### src/rtl/mem_arbiter.sv
// rtl/mem_arbiter.sv - shares one memory port among NREQ req/ack requesters, one access in flight.
// Round-robin by default; define CPU_PRIORITY_EN to give requester 0 absolute priority.
`default_nettype none

module mem_arbiter #(
    parameter int NREQ = 3,
    parameter int AW   = 8,
    parameter int DW   = 8
) (
    input  logic              clk,
    input  logic              rst,
    input  logic [NREQ-1:0]   req,
    input  logic [NREQ-1:0]   we,
    input  logic [NREQ*AW-1:0] addr,
    input  logic [NREQ*DW-1:0] wdata,
    output logic [NREQ-1:0]   ack,
    output logic [DW-1:0]     rdata,
    output logic [2:0]        gnt_id,
    output logic              busy,
    output logic [AW-1:0]     mem_addr,
    output logic [DW-1:0]     mem_wdata,
    output logic              mem_read,
    output logic              mem_write,
    input  logic [DW-1:0]     mem_rdata
);

    typedef enum logic [1:0] {
        S_IDLE  = 2'd0,
        S_GRANT = 2'd1,
        S_ACK   = 2'd2
    } state_t;

    state_t      state;
    state_t      state_nxt;
    logic [2:0]  rr_ptr;
    logic [7:0]  req_ext;
    logic [2:0]  win;
    logic        found;
    logic [3:0]  cand;
    logic [AW-1:0] sel_addr;
    logic [DW-1:0] sel_wdata;
    logic        sel_we;
    logic        load_grant;
    logic        finish;
    logic        retire;

    // Zero-extend so any 3-bit candidate index stays in range for small NREQ.
    assign req_ext = 8'(req);

    always_comb begin
        win   = '0;
        found = 1'b0;
        cand  = '0;
`ifdef CPU_PRIORITY_EN
        if (req_ext[0]) begin
            win   = 3'd0;
            found = 1'b1;
        end
`endif
        for (int k = 1; k <= NREQ; k++) begin
            cand = {1'b0, rr_ptr} + 4'(k);
            if (cand >= 4'(NREQ))
                cand = cand - 4'(NREQ);
`ifdef CPU_PRIORITY_EN
            if (!found && (cand != 4'd0) && req_ext[cand[2:0]]) begin
`else
            if (!found && req_ext[cand[2:0]]) begin
`endif
                win   = cand[2:0];
                found = 1'b1;
            end
        end
    end

    always_comb begin
        sel_addr  = '0;
        sel_wdata = '0;
        sel_we    = 1'b0;
        for (int i = 0; i < NREQ; i++) begin
            if (win == 3'(i)) begin
                sel_addr  = addr[i*AW +: AW];
                sel_wdata = wdata[i*DW +: DW];
                sel_we    = we[i];
            end
        end
    end

    always_ff @(posedge clk or posedge rst) begin
        if (rst)
            state <= S_IDLE;
        else
            state <= state_nxt;
    end

    always_comb begin
        state_nxt = state;
        case (state)
            S_IDLE:  if (found) state_nxt = S_GRANT;
            S_GRANT: state_nxt = S_ACK;
            S_ACK:   state_nxt = S_IDLE;
            default: state_nxt = S_IDLE;
        endcase
    end

    always_comb begin
        busy       = 1'b0;
        load_grant = 1'b0;
        finish     = 1'b0;
        retire     = 1'b0;
        case (state)
            S_IDLE:  load_grant = found;
            S_GRANT: begin busy = 1'b1; finish = 1'b1; end
            S_ACK:   begin busy = 1'b1; retire = 1'b1; end
            default: ;
        endcase
    end

    // Strobes and ack default low so each is a single-cycle pulse.
    always_ff @(posedge clk or posedge rst) begin
        if (rst) begin
            ack       <= '0;
            rdata     <= '0;
            gnt_id    <= '0;
            mem_addr  <= '0;
            mem_wdata <= '0;
            mem_read  <= 1'b0;
            mem_write <= 1'b0;
            rr_ptr    <= 3'(NREQ - 1);
        end else begin
            mem_read  <= 1'b0;
            mem_write <= 1'b0;
            ack       <= '0;
            if (load_grant) begin
                gnt_id    <= win;
                mem_addr  <= sel_addr;
                mem_wdata <= sel_wdata;
                mem_read  <= !sel_we;
                mem_write <= sel_we;
            end
            if (finish) begin
                ack <= NREQ'(1) << gnt_id;
                if (mem_read)
                    rdata <= mem_rdata;
            end
            if (retire)
                rr_ptr <= gnt_id;
        end
    end

endmodule

`default_nettype wire

### config.mk
export PLATFORM = sky130hd
export DESIGN_NAME = mem_arbiter
export DESIGN_NICKNAME = d
export VERILOG_FILES = /design/src/rtl/mem_arbiter.sv
export SDC_FILE = /design/constraint.sdc
export NUM_CORES = 1
export LEC_CHECK = 0
export CORE_MARGIN = 3
export CORE_UTILIZATION = 44
export CTS_BUF_LIST = sky130_fd_sc_hd__clkbuf_8
export DETAILED_ROUTE_END_ITERATION = 10
export GPL_ROUTABILITY_DRIVEN = 0
export HOLD_SLACK_MARGIN = 0.02
export PLACE_DENSITY_LB_ADDON = 0.25
export RECOVER_POWER = 100
export SYNTH_ARGS = -nofsm -noshare
export SYNTH_HDL_FRONTEND = slang
export SYNTH_SLANG_ARGS = --single-unit
### constraint.sdc
create_clock -name clk -period 3.7 [get_ports clk]
set_input_delay 0.74 -clock clk [delete_from_list [all_inputs] [get_ports clk]]
set_output_delay 0.74 -clock clk [all_outputs]
set_load 0.02 [all_outputs]
==> impl_metrics.ini <==
[clocking]
postCtsSetupBuffers = 0
hold_buffers = 0
cts_max_path_buffers = 2
cts.sinks = 37
cts_root_buffer = clkbuf_8
cts_tree = built
clk_latency_ns = 0.29
clk_pin_slew_ns = 0.07
cts.htree.levels = 2
numCtsBuffers = 5
post_cts_resized = 0

[detailed_routing]
drtIter0Drc = 105
drtAntennaViolNets = 0
firstDrtPassIters = 4
drt-total-wl_mm = 6.13
vias = 2091
wire_per_inst_um = 15.6
drc = 0
vias_per_cell = 5.33

[floorplan]
dieHeight_um = 78.7
rows = 25
die_width_um = 78.7
coreArea_um2 = 4910
die_area_um2 = 6200
start_util = 0.474
ios = 97

[synth]
ys_top_cells_by_area = dfrtp_1 39%, mux2i_1 9.9%, ha_1 5.4%, o221ai_1 5.3%, mux2_2 4.4%
ys_ff_latch = 37
syn_area_um2 = 2330
synth_top_cell_by_area = dfrtp_1
synth_area_per_cell_um2 = 10.5
synth_warnings = 0
async_flop_share = 1.00
synth_fp_nets = 295
synth_cells = 221
ys_seq_area_frac = 0.398
synth_top_area_frac = 0.387
synth_edf_count = 0
synth_flop_cell = dfrtp_1
yosysUniqueCellTypes = 51

[global_routing]
grt_pass1_wl_mm = 10.2
grt_pass1_vias = 2107
antenna_found_initial = 0
grt_max_degree = 22
overflow = 0
gr-usage-all-layers = 0.206

[worst_setup_path]
crit-reg2reg-capture = mem_wdata[3]
cpMaxStageDelayCell = dfstp_1
criticalPathCategory = reg -> reg
worstPathRequired_ns = 3.85
worstRegToRegCells = 10
critPathLaunchType = register
crit_arrival_ns = 3.49
reg2reg_slack_ns = 0.36
cp_slowest_stage_delay_ns = 0.61
crit_chain = inv_1, ha_1, mux2_1, o21ai_0, a211oi_2, o311a_2, a31oi_4, clkbuf_1, mux2i_1, o221ai_1
regToRegStartpoint = rr_ptr[1]
worst_setup_path_end_kind = register
critical_path.max_fanout = 11

[pwr]
powerDensity_nw_per_um2 = 926
pwr-share-clk = 0.100
swShare = 0.460
p_leak_nw = 1.59
pwr-share-seq = 0.217
peakVddDrop_uv = 504
combPwrFrac = 0.683
power_switching_mw = 1.47
p_int_mw = 1.72

[placed_design]
dpl.hpwl_mm = 4.65
place_ws_ns = 0.368
place.port_buffers = 96

[timing]
whs_ns = 0.486
fin_tns_setup_ns = 0
finalCritPeriodShare = 0.902
hold_violations = 0
period_minus_slack_ns = 3.34
rsz0062_at_grt = no
fmax_mhz = 300
setup_viol = 0
drv_slew = 0
tightest_slew_ns = 0.973
relSlewSlack = 0.343
setup_slack_ns = 0.363
finalClockSkew_ns = 0.00563

[layout]
multi_input_area_um2 = 1250
area_growth_pct = 48.0
n_antenna_cell = 0
fillers = 398
final_common_cell = clkdlybuf4s50_1
final-seq-area_um2 = 927
finalNetCount = 398
final_util = 0.702
layout_common_cells = 62 x clkdlybuf4s50_1, 36 x dfrtp_1, 34 x dlygate4sd3_1
drive_gt1_frac = 0.117

[min_path]
holdPathEnd = mem_wdata[4]
hp-class = reg -> reg
min_path_cells = 2
hp-start = mem_wdata[4]

[run]
maxCapViolations = 0

[outcome]
status = complete, no violations
-- state kept, by name, summed over array words and instances, names as in the netlist --
signal / flops
ack: 3
mem_wdata: 8
mem_read: 1
gnt_id: 3
rdata: 8
mem_write: 1
rr_ptr: 3
state: 2
mem_addr: 8
-- logic make-up after synthesis --
logic type               Yosys count  share of synthesized area
XOR/XNOR                           5                     0.0220
buffers and inverters             29                     0.0580
adder cells (fa/ha/maj)           10                     0.0537
AO/OA/AOI/OAI                     48                      0.186
AND/OR/NAND/NOR                   60                      0.139
flip-flops                        37                      0.398
multiplexers                      32                      0.142
-- worst max-delay path, delay by kind of cell (launching register included) --
family / cells / cell delay, ns
adders and majority gates: 1 / 0.57
DFF: 1 / 0.61
buffers and inverters: 2 / 0.38
muxes: 2 / 0.57
AOI/OAI and AO/OA: 5 / 1.08
-- per-stage QoR --
| stage | area, um^2 | cells | power (mW) |
|---|---|---|---|
| floorplan | 2330 | 221 | 2.30 |
| global placement | 3370 | 384 | 2.94 |
| detailed placement | 3370 | 384 | 3.00 |
| CTS | 3480 | 392 | 3.33 |
| global route | 3450 | 392 | 3.43 |
| finish | 3450 | 392 | 3.19 |
-- area by class of cell --
class / count / area share
clock buffer: 7 / 0.0280
clock inverter: 1 / 0.00254
inverter: 22 / 0.0240
multi-input combinational: 155 / 0.362
sequential: 37 / 0.269
tap: 67 / 0.0243
timing repair buffer: 103 / 0.290
-- synth_stat cells, drive strengths merged, types with 2 or more instances --
master,instances
o21ai,9
nor3,4
buf,7
nand2b,4
dfrtp,36
mux2,9
nand2,28
inv,22
o221ai,15
xnor2,4
mux2i,23
ha,10
nand3,4
o211ai,2
a31oi,4
nor3b,3
a211oi,2
a21oi,3
nand3b,2
nor2,9
or3b,2
o21a,2
-- per-layer routing --
metal | up-vias | share of wire | wire (um) | track usage
met5 | - | 0 | 0 | 0
met4 | 0 | 0.011 | 70 | 0.0472
met3 | 8 | 0.076 | 465 | 0.0578
met2 | 79 | 0.50 | 3070 | 0.339
met1 | 1000 | 0.41 | 2520 | 0.269
li1 | 1004 | - | - | -
-- worst max-delay path by stage --
| stage | from | endpoint | slack, ns | depth (start not counted) |
|---|---|---|---|---|
| floorplan | rr_ptr[1] | mem_addr[5] | 1.07 | 10 |
| global placement | req[0] | mem_wdata[3] | 0.45 | 9 |
| detailed placement | req[0] | mem_wdata[1] | 0.37 | 9 |
| CTS | rr_ptr[1] | mem_wdata[3] | 0.42 | 10 |
| global route | rr_ptr[1] | mem_wdata[1] | 0.15 | 10 |
| finish | rr_ptr[1] | mem_wdata[3] | 0.36 | 10 |
-- power by group through the flow --
stage	Combinational [mW]	Sequential [mW]	Clock [mW]
floorplan	1.42	0.882	0
global placement	2.24	0.699	0
detailed placement	2.29	0.701	0
CTS	2.31	0.702	0.322
global route	2.37	0.715	0.341
finish	2.18	0.692	0.319
Note: power is estimated with default switching activity, not from simulation.
